**config.mk**
```make
export PLATFORM = sky130hd
export DESIGN_NAME = mc_maindec
export DESIGN_NICKNAME = d
export VERILOG_FILES = /design/src/rtl/mips_ctrl_pkg.sv /design/src/rtl/mc_opclass.sv /design/src/rtl/mc_maindec.sv
export SDC_FILE = /design/constraint.sdc
export NUM_CORES = 1
export LEC_CHECK = 0
export BUFFER_PORTS_ARGS = -buffer_cell sky130_fd_sc_hd__buf_4
export CAP_MARGIN = 40
export CORE_ASPECT_RATIO = 0.5
export CORE_MARGIN = 1.5
export CORE_UTILIZATION = 38
export CTS_BUF_LIST = sky130_fd_sc_hd__clkbuf_2 sky130_fd_sc_hd__clkbuf_4 sky130_fd_sc_hd__clkbuf_8
export CTS_CLUSTER_DIAMETER = 200
export CTS_CLUSTER_SIZE = 24
export DETAILED_ROUTE_END_ITERATION = 8
export REMOVE_ABC_BUFFERS = 1
export SLEW_MARGIN = 0
export SYNTH_ARGS = -nofsm -noshare
export SYNTH_HDL_FRONTEND = slang
export SYNTH_SLANG_ARGS = --single-unit
export TNS_END_PERCENT = 10
```
**constraint.sdc**
```tcl
create_clock -name clk -period 4.95 [get_ports clk]
set_input_delay 1.2375 -clock clk [delete_from_list [all_inputs] [get_ports clk]]
set_output_delay 1.2375 -clock clk [all_outputs]
set_load 0.1 [all_outputs]
```
**src/rtl/mips_ctrl_pkg.sv**
```systemverilog
// mips_ctrl_pkg: shared state, instruction-class and datapath-select encodings for the MIPS control path
package mips_ctrl_pkg;
  typedef enum logic [3:0] {
    S_FETCH, S_DECODE, S_MEMADR, S_MEMRD, S_MEMWB, S_MEMWR, S_RTEXE,
    S_ALUWB, S_IEXE, S_IWB, S_BRANCH, S_JUMP, S_JAL, S_JR
  } state_t;
  typedef enum logic [3:0] {
    C_NONE, C_LW, C_SW, C_RT, C_BEQ, C_BNE, C_ADDI, C_ORI, C_LUI,
    C_J, C_JAL, C_JR, C_NOP, C_ILL
  } cls_t;
  localparam logic [5:0] OP_RTYPE = 6'b000000;
  localparam logic [5:0] OP_J     = 6'b000010;
  localparam logic [5:0] OP_JAL   = 6'b000011;
  localparam logic [5:0] OP_BEQ   = 6'b000100;
  localparam logic [5:0] OP_BNE   = 6'b000101;
  localparam logic [5:0] OP_ADDI  = 6'b001000;
  localparam logic [5:0] OP_ADDIU = 6'b001001;
  localparam logic [5:0] OP_ORI   = 6'b001101;
  localparam logic [5:0] OP_LUI   = 6'b001111;
  localparam logic [5:0] OP_LW    = 6'b100011;
  localparam logic [5:0] OP_SW    = 6'b101011;
  localparam logic [5:0] FN_JR    = 6'b001000;
  localparam logic [1:0] SRCB_B    = 2'b00;
  localparam logic [1:0] SRCB_4    = 2'b01;
  localparam logic [1:0] SRCB_IMM  = 2'b10;
  localparam logic [1:0] SRCB_IMM2 = 2'b11;
  localparam logic [1:0] PC_ALU    = 2'b00;
  localparam logic [1:0] PC_ALUOUT = 2'b01;
  localparam logic [1:0] PC_JUMP   = 2'b10;
  localparam logic [1:0] PC_RS     = 2'b11;
  localparam logic [1:0] ALU_ADD   = 2'b00;
  localparam logic [1:0] ALU_SUB   = 2'b01;
  localparam logic [1:0] ALU_FUNCT = 2'b10;
  localparam logic [1:0] ALU_OR    = 2'b11;
endpackage

```
**src/rtl/mc_opclass.sv**
```systemverilog
// mc_opclass: classifies op/funct/isnop into an instruction class; anything unsupported is illegal
module mc_opclass import mips_ctrl_pkg::*; #(
  parameter int HAS_JR = 1
) (
  input  logic [5:0] op,
  input  logic [5:0] funct,
  input  logic       isnop,
  output cls_t       cls,
  output logic       illegal
);
  always_comb begin
    cls = C_ILL;
    if (isnop) cls = C_NOP;
    else
      case (op)
        OP_RTYPE:          cls = (HAS_JR != 0 && funct == FN_JR) ? C_JR : C_RT;
        OP_LW:             cls = C_LW;
        OP_SW:             cls = C_SW;
        OP_BEQ:            cls = C_BEQ;
        OP_BNE:            cls = C_BNE;
        OP_ADDI, OP_ADDIU: cls = C_ADDI;
        OP_ORI:            cls = C_ORI;
        OP_LUI:            cls = C_LUI;
        OP_J:              cls = C_J;
        OP_JAL:            cls = C_JAL;
        default:           cls = C_ILL;
      endcase
  end
  assign illegal = cls == C_ILL;
endmodule

```
**src/rtl/mc_maindec.sv**
```systemverilog
// mc_maindec: multicycle MIPS main control FSM with memory-ready handshake and retired-instruction counter
module mc_maindec import mips_ctrl_pkg::*; #(
  parameter int MEM_WAIT = 1,
  parameter int CNT_W    = 32,
  parameter int HAS_JR   = 1
) (
  input  logic             clk,
  input  logic             reset,
  input  logic [5:0]       op,
  input  logic [5:0]       funct,
  input  logic             isnop,
  input  logic             memready,
  output logic             pcwrite,
  output logic             pcwritecond,
  output logic             irwrite,
  output logic             regwrite,
  output logic             memread,
  output logic             memwrite,
  output logic             iord,
  output logic             memtoreg,
  output logic             regdst,
  output logic             alusrca,
  output logic             signext,
  output logic             shiftl16,
  output logic             link,
  output logic             nez,
  output logic [1:0]       alusrcb,
  output logic [1:0]       pcsrc,
  output logic [1:0]       aluop,
  output logic             illegal,
  output logic [3:0]       state,
  output logic [CNT_W-1:0] instret
);
  state_t           state_q, state_d;
  cls_t             cls_q, cls_d, dec_cls;
  logic             dec_ill, rdy;
  logic [CNT_W-1:0] instret_q, instret_d;

  mc_opclass #(.HAS_JR(HAS_JR)) u_opclass (
    .op(op), .funct(funct), .isnop(isnop), .cls(dec_cls), .illegal(dec_ill)
  );

  assign rdy = MEM_WAIT == 0 || memready;

  always_comb begin
    state_d = state_q;
    case (state_q)
      S_FETCH:  state_d = rdy ? S_DECODE : S_FETCH;
      S_DECODE:
        case (dec_cls)
          C_LW, C_SW:           state_d = S_MEMADR;
          C_RT:                 state_d = S_RTEXE;
          C_BEQ, C_BNE:         state_d = S_BRANCH;
          C_ADDI, C_ORI, C_LUI: state_d = S_IEXE;
          C_J:                  state_d = S_JUMP;
          C_JAL:                state_d = S_JAL;
          C_JR:                 state_d = S_JR;
          default:              state_d = S_FETCH;
        endcase
      S_MEMADR: state_d = cls_q == C_LW ? S_MEMRD : S_MEMWR;
      S_MEMRD:  state_d = rdy ? S_MEMWB : S_MEMRD;
      S_MEMWR:  state_d = rdy ? S_FETCH : S_MEMWR;
      S_RTEXE:  state_d = S_ALUWB;
      S_IEXE:   state_d = S_IWB;
      default:  state_d = S_FETCH;
    endcase
    cls_d     = state_q == S_DECODE ? dec_cls : cls_q;
    instret_d = instret_q + CNT_W'(state_d == S_FETCH && state_q != S_FETCH);
  end

  always_ff @(posedge clk) begin
    if (reset) begin
      state_q   <= S_FETCH;
      cls_q     <= C_NONE;
      instret_q <= '0;
    end else begin
      state_q   <= state_d;
      cls_q     <= cls_d;
      instret_q <= instret_d;
    end
  end

  // Strobes are killed combinationally by reset so an in-flight store never completes
  assign memread     = !reset && state_q inside {S_FETCH, S_MEMRD};
  assign memwrite    = !reset && state_q == S_MEMWR;
  assign irwrite     = !reset && state_q == S_FETCH && rdy;
  assign pcwrite     = !reset && ((state_q == S_FETCH && rdy) || state_q inside {S_JUMP, S_JAL, S_JR});
  assign pcwritecond = !reset && state_q == S_BRANCH;
  assign regwrite    = !reset && state_q inside {S_MEMWB, S_ALUWB, S_IWB, S_JAL};
  assign iord        = state_q inside {S_MEMRD, S_MEMWR};
  assign memtoreg    = state_q == S_MEMWB;
  assign regdst      = state_q == S_ALUWB;
  assign alusrca     = state_q inside {S_MEMADR, S_RTEXE, S_IEXE, S_BRANCH};
  assign signext     = state_q inside {S_DECODE, S_MEMADR} || (state_q == S_IEXE && cls_q == C_ADDI);
  assign shiftl16    = state_q == S_IEXE && cls_q == C_LUI;
  assign link        = state_q == S_JAL;
  assign nez         = state_q == S_BRANCH && cls_q == C_BNE;
  assign alusrcb     = state_q == S_FETCH ? SRCB_4 : state_q == S_DECODE ? SRCB_IMM2 :
                       state_q inside {S_MEMADR, S_IEXE} ? SRCB_IMM : SRCB_B;
  assign pcsrc       = state_q == S_BRANCH ? PC_ALUOUT : state_q inside {S_JUMP, S_JAL} ? PC_JUMP :
                       state_q == S_JR ? PC_RS : PC_ALU;
  assign aluop       = state_q == S_RTEXE ? ALU_FUNCT : state_q == S_BRANCH ? ALU_SUB :
                       (state_q == S_IEXE && cls_q inside {C_ORI, C_LUI}) ? ALU_OR : ALU_ADD;
  assign illegal     = !reset && state_q == S_DECODE && dec_ill;
  assign state       = state_q;
  assign instret     = instret_q;
endmodule
```
# == After elaboration in Yosys (flattened, before gate mapping) ==
# Memory sizes are Yosys's and may differ from the RTL's.
# Cells that the tools add are included.
# totals
register_bits,40
rom_bits,64
output_inout_bits,57
elab_cells,84
n_memories,1
# memory_table
name,depth,width,rd,rd_ports_with_merged_regs,wr,line,rtl
(name not given),16,4,1,0,0,mc_maindec.sv:50,case (dec_cls)
# op_classes
n_addsub,1
n_eq_ne,30
n_mux,17
reduce_logical,32
# ops
operator,n
4-bit one-hot mux with 10 select lines,1
32-bit by 1-bit adder with 32-bit output,1
4-bit equality test (second input constant),8
6-bit by 4-bit equality test with 1-bit output (second input constant),5
4-bit by 3-bit equality test with 1-bit output (second input constant),7
4-bit one-hot mux with 7 select lines,1
2-bit 2-to-1 mux,9
1-bit logical AND,15
6-bit by 2-bit equality test with 1-bit output (second input constant),2
6-bit by 3-bit equality test with 1-bit output (second input constant),2
6-bit equality test (second input constant),2
2-bit nonzero test,6
4-bit nonzero test,3
3-bit 2-to-1 mux,3
4-bit by 1-bit equality test with 1-bit output (second input constant),2
4-bit by 2-bit equality test with 1-bit output (second input constant),2
4-bit zero test,2
4-bit 2-to-1 mux,2
6-bit zero test,1
3-bit nonzero test,1
1-bit logical OR,2
2-bit OR reduction,1
1-bit zero test,1
1-bit 2-to-1 mux,1

# == Longest topological paths before layout ==
# An unclocked memory read counts as a cell.
# logic_depth
word_depth,9
depth_mapped,19
ltp_nobuf,17

# == Modules after synthesis ==
# Synthesis repeated with hierarchy kept, for this count alone.
# hier_totals
hier_cells,331
hier_area_um2,2593.7
# modules_own_cells
module,instances,cells_each,area_each_um2,seq_area_each_um2
mc_maindec,1,290,2328.5,800.8
mc_opclass,1,41,265.3,0.0

# == Worst setup path after synthesis ==
# No wires, ideal clock.
# synth_timing
path_kind,flip-flop to output port
from,"register state_q[1], in the netlist state[1]"
to,output port nez
arrival_time_ns,4.866
required_time_ns,3.713
slack_ns,-1.154
path_stages_with_launch,5
path_buffers,2
path_cell_list,dfxtp_1 clkbuf_1 buf_1 nand3b_1 nor4b_1
# synth_between
elab_chain_len,2
# synth_rtl
element,line,rtl
"start, declared",mc_maindec.sv:34,"state_t state_q, state_d;"
"start signal, assigned",mc_maindec.sv:77,state_q <= state_d;
4-bit equality test,mc_maindec.sv:97,assign nez = state_q == S_BRANCH && cls_q == C_BNE;
1-bit logical AND,mc_maindec.sv:97,
"end, declared",mc_maindec.sv:26,"output logic nez,"
# Every way passes these cells.

# == Final worst setup path ==
# layout_timing
from,input port op[2]
to,"register instret_q[26], in the netlist instret[26]"
# layout_between
elab_chain_len,9
word_cells_on_any_way,19
# layout_rtl
element,line,rtl
"start, declared",mc_maindec.sv:9,"input logic [5:0] op,"
6-bit by 4-bit equality test with 1-bit output,mc_opclass.sv:15,case (op)
2-bit OR reduction,mc_opclass.sv:15,
4-bit one-hot mux with 10 select lines *,mc_opclass.sv:15,
4-bit 2-to-1 mux *,mc_opclass.sv:13,if (isnop) cls = C_NOP;
memory 16 x 4 bit *,-,
4-bit one-hot mux with 7 select lines *,mc_maindec.sv:47,case (state_q)
4-bit zero test *,mc_maindec.sv:68,instret_d = instret_q + CNT_W'(state_d == S_FETCH && state_q != S_FETCH);
1-bit logical AND *,mc_maindec.sv:68,
32-bit by 1-bit adder with 32-bit output *,mc_maindec.sv:68,
"end signal, assigned",mc_maindec.sv:79,instret_q <= instret_d;
"end, declared",mc_maindec.sv:37,"logic [CNT_W-1:0] instret_q, instret_d;"
# Every way passes the cells marked *; elsewhere a longest branch is shown, timed or not.
# A chain may end at the register's enable or synchronous reset.

==> metrics.md <==
| Metric | Value |
|---|---|
| ANT cells | 0 |
| Critical Path Sink Type | register |
| Flop2flop setup slack | 1450 ps |
| Total of warnings raised by yosys | 0 |
| Post-Route WL | 5900 µm |
| Row cnt | 20 |
| Cells resized by post-CTS repair | 0 |
| Number of hold buffers added after cts | 0 |
| Worst Max-Slew Pin Slew | 807 ps |
| Most used cells in the layout excluding fill and tap cells | buf_4 (73), nor2_1 (58), dfxtp_1 (40) |
| Total Negative Setup Slacks | 0 ps |
| Overall global routing resource usage | 0.167 |
| Terminating pin of the worst hold path | instret[5] |
| Number of non-filler instances in the completed layout | 474 |
| Number of vias in the routed layout | 2471 |
| Number of H-tree levels | 2 |
| Area overhead of the layout relative to synthesis | 27.5% |
| Most frequent standard cell in the layout excluding fill and tap cells | buf_4 |
| Setup repair after global routing missed its margin | false |
| Cell area after synthesis | 0.00248 mm² |
| Share of layout cells above drive strength 1 | 0.238 |
| Most used DFF post-synth | dfxtp_1 |
| Via-per-instance ratio | 5.21 |
| Largest net degree at the start of global routing | 45 |
| Total area of multi-input combinational cells | 0.00155 mm² |
| Min Clock Period, post-route | 4530 ps |
| Arrival @ worst endpoint | 4700 ps |
| Start point of the worst min-delay path | instret[5] |
| Clock Skew | 10.1 ps |
| Origin of the critical flop-to-flop path | state[0] |
| # Max-Cap Violations | 0 |
| Final Net Count | 404 |
| Delay of the slowest cell on the worst path | 450 ps |
| Post-synthesis cell type with the largest combined area | dfxtp_1 |
| Slew Limit Headroom | 0.461 |
| Clock insertion delay at the later pin of the skew report | 300 ps |
| Clock tree root driver cell | clkbuf_8 |
| Worst r2r path cells | 11 |
| Required time of the critical path | 5130 ps |
| Post-synthesis instance total | 325 |
| Reg-to-reg endpoint | instret[21] |
| Critical path fanouts, max | 15 |
| Count of flip-flops with a built-in enable after synthesis | 0 |
| Overall die area | 0.00706 mm² |
| Placeable Area | 0.00618 mm² |
| Count of input and output buffers | 72 |
| Most prevalent standard cell on the critical path | nor2_1 |
| Leakage power | 1.27 nW |
| Chip Width | 117 µm |
| DRC viols | 0 |
| Fraction of registers with async set/reset | 0 |
| Final Max Tran Viols | 0 |
| Instance count along the most critical hold path | 2 |
| Crit share post-route | 0.914 |
| Final Core Density | 0.512 |
| Worst hold path class | register to register |
| Final Setup Violations | 0 |
| Outcome | complete, no violations |
| Area fraction of the dominant cell type after synthesis | 0.323 |
| Placed Cells incl. Taps | 466 |
| DRT Pass-1 Iters | 4 |
| Worst-path clk slew | 80 ps |
| FF+latch count, synth | 40 |
| Clock tree from TritonCTS | built |
| Via count of the first global-routing pass | 2097 |
| CTS Buf Count | 5 |
| Sequential cell area | 801 µm² |
| IO Pins | 73 |
| Cell Pwr Density | 234 mW/mm² |
| Clk sinks | 40 |
| Type of element launching the critical path | input pin |
| Half-perimeter wire length of the detailed placement result | 4280 µm |
| First-pass GRT wire length | 9700 µm |
| Postcts setup bufs | 0 |
| Wire length per cell after detailed routing | 12.4 µm |
| Top cells by area in the synthesized netlist | dfxtp_1 (32%), nor2_1 (8.8%), xnor2_1 (5.3%) |
| Fmax | 221 MHz |
| Die H | 60.2 µm |
| Category of the critical setup timing path | input pin to register |
| Cell type of the slowest stage on the worst timing path | or3_1 |
| Total congestion overflow after global routing | 0 |
| Buffer levels on the longest clock path | 2 |
| Series of cell instances along the critical path | buf_4 -> nor2b_1 -> o21ai_0 -> o2111ai_2 -> or2_1 -> ha_1 -> nor2_1 -> nor2_1 -> nor2_1 -> o22ai_1 -> a211oi_2 -> ha_1 -> ha_1 -> nand3_1 -> or3_1 -> nor3_1 -> xnor2_1 -> nor2_1 |
| Weighted congestion at the end of routability-driven global placement | 0.901 |
| Initial antenna violation count | 0 |
| Share of the yosys chip area belonging to registers | 0.323 |
| Routed Antenna Nets | 0 |
| Worst supply voltage drop on vdd | 0.0000936 V |
| Count of filler cells inserted in the layout | 590 |
| Count of endpoints failing hold in the final timing report | 0 |
| Mean Syn Cell Area | 7.64 µm² |
| Number of library cell types mapped by synthesis | 49 |
| Starting density of the core | 0.402 |
| Drt first-iter violations | 159 |
## worst max-delay path by stage
stage                        start          end  slack (ps)  depth (start not counted)
after floorplan           state[3]          nez       -1090                          3
after global placement       op[2]  instret[26]         260                         18
after detailed placement     op[2]  instret[26]         100                         18
after CTS                    op[2]  instret[26]         420                         18
after global routing         op[2]  instret[26]          40                         18
final                        op[2]  instret[26]         420                         18
## sequential cells by signal (all words and copies together), names as in the netlist
register  flops
instret      32
cls_q         4
state         4
## through the flow
stage | power, mW | setup slack (ps) | hold WS [ps] | cell area, µm²
3_3_place_gp | 0.464 | 263 | 482 | 3040
2_1_floorplan | 0.425 | -1090 | 465 | 2390
3_5_place_dp | 0.465 | 104 | 497 | 3040
6_report | 0.740 | 424 | 505 | 3170
5_1_grt | 0.774 | 42.4 | 530 | 3170
4_1_cts | 0.748 | 418 | 510 | 3170
## synth_stat cells, types with 2 or more instances
cell type	instances
o21a_1	4
nor2_1	58
nand4_1	7
dfxtp_1	40
xor2_1	14
o22ai_1	3
and3_1	8
clkbuf_1	12
or3_1	5
a211oi_1	2
and4_1	6
buf_6	2
nor4b_1	4
nand3_1	14
ha_1	3
xnor2_1	15
or2_2	2
nor3_1	15
nor2b_1	11
nand2b_1	7
a31oi_1	4
nor3b_1	7
a21oi_1	16
inv_1	9
nand3b_1	2
nand2_1	20
buf_2	5
o21ai_0	9
## power breakdown
part	internal, mW	switching (mW)
sequential	0.326	0.00869
combinational	0.0353	0.0886
clock	0.165	0.117
total	0.526	0.215
## per-layer routing
metal  GRT usage  part of all wire
met5           0                 0
met4      0.0423            0.0071
met3      0.0401             0.040
met2       0.282              0.46
met1       0.220              0.50
## cells by family after synthesis
group | share of synthesized area
DFF | 0.323
AOI/OAI and AO/OA | 0.141
and+or+nand+nor | 0.362
xor gates and xnor gates | 0.102
adders and majority gates | 0.0197
buffers and inverters | 0.0524
## cell type report
| cell class | instances | area share |
|---|---|---|
| Clock buffer | 6 | 0.0261 |
| Clock inverter | 2 | 0.0123 |
| Inverter | 9 | 0.0107 |
| Multi-Input combinational cell | 256 | 0.490 |
| Sequential cell | 40 | 0.253 |
| Tap cell | 88 | 0.0348 |
| Timing Repair Buffer | 73 | 0.173 |
## critical path, delay by kind of cell
| kind | cells | cell delay [ps] |
|---|---|---|
| adders and majority gates | 3 | 780 |
| and+or+nand+nor | 9 | 1630 |
| AOI/OAI and AO/OA | 4 | 730 |
| buffers and inverters | 1 | 160 |
| xor gates and xnor gates | 1 | 150 |
(Power assumes the default switching activity.)
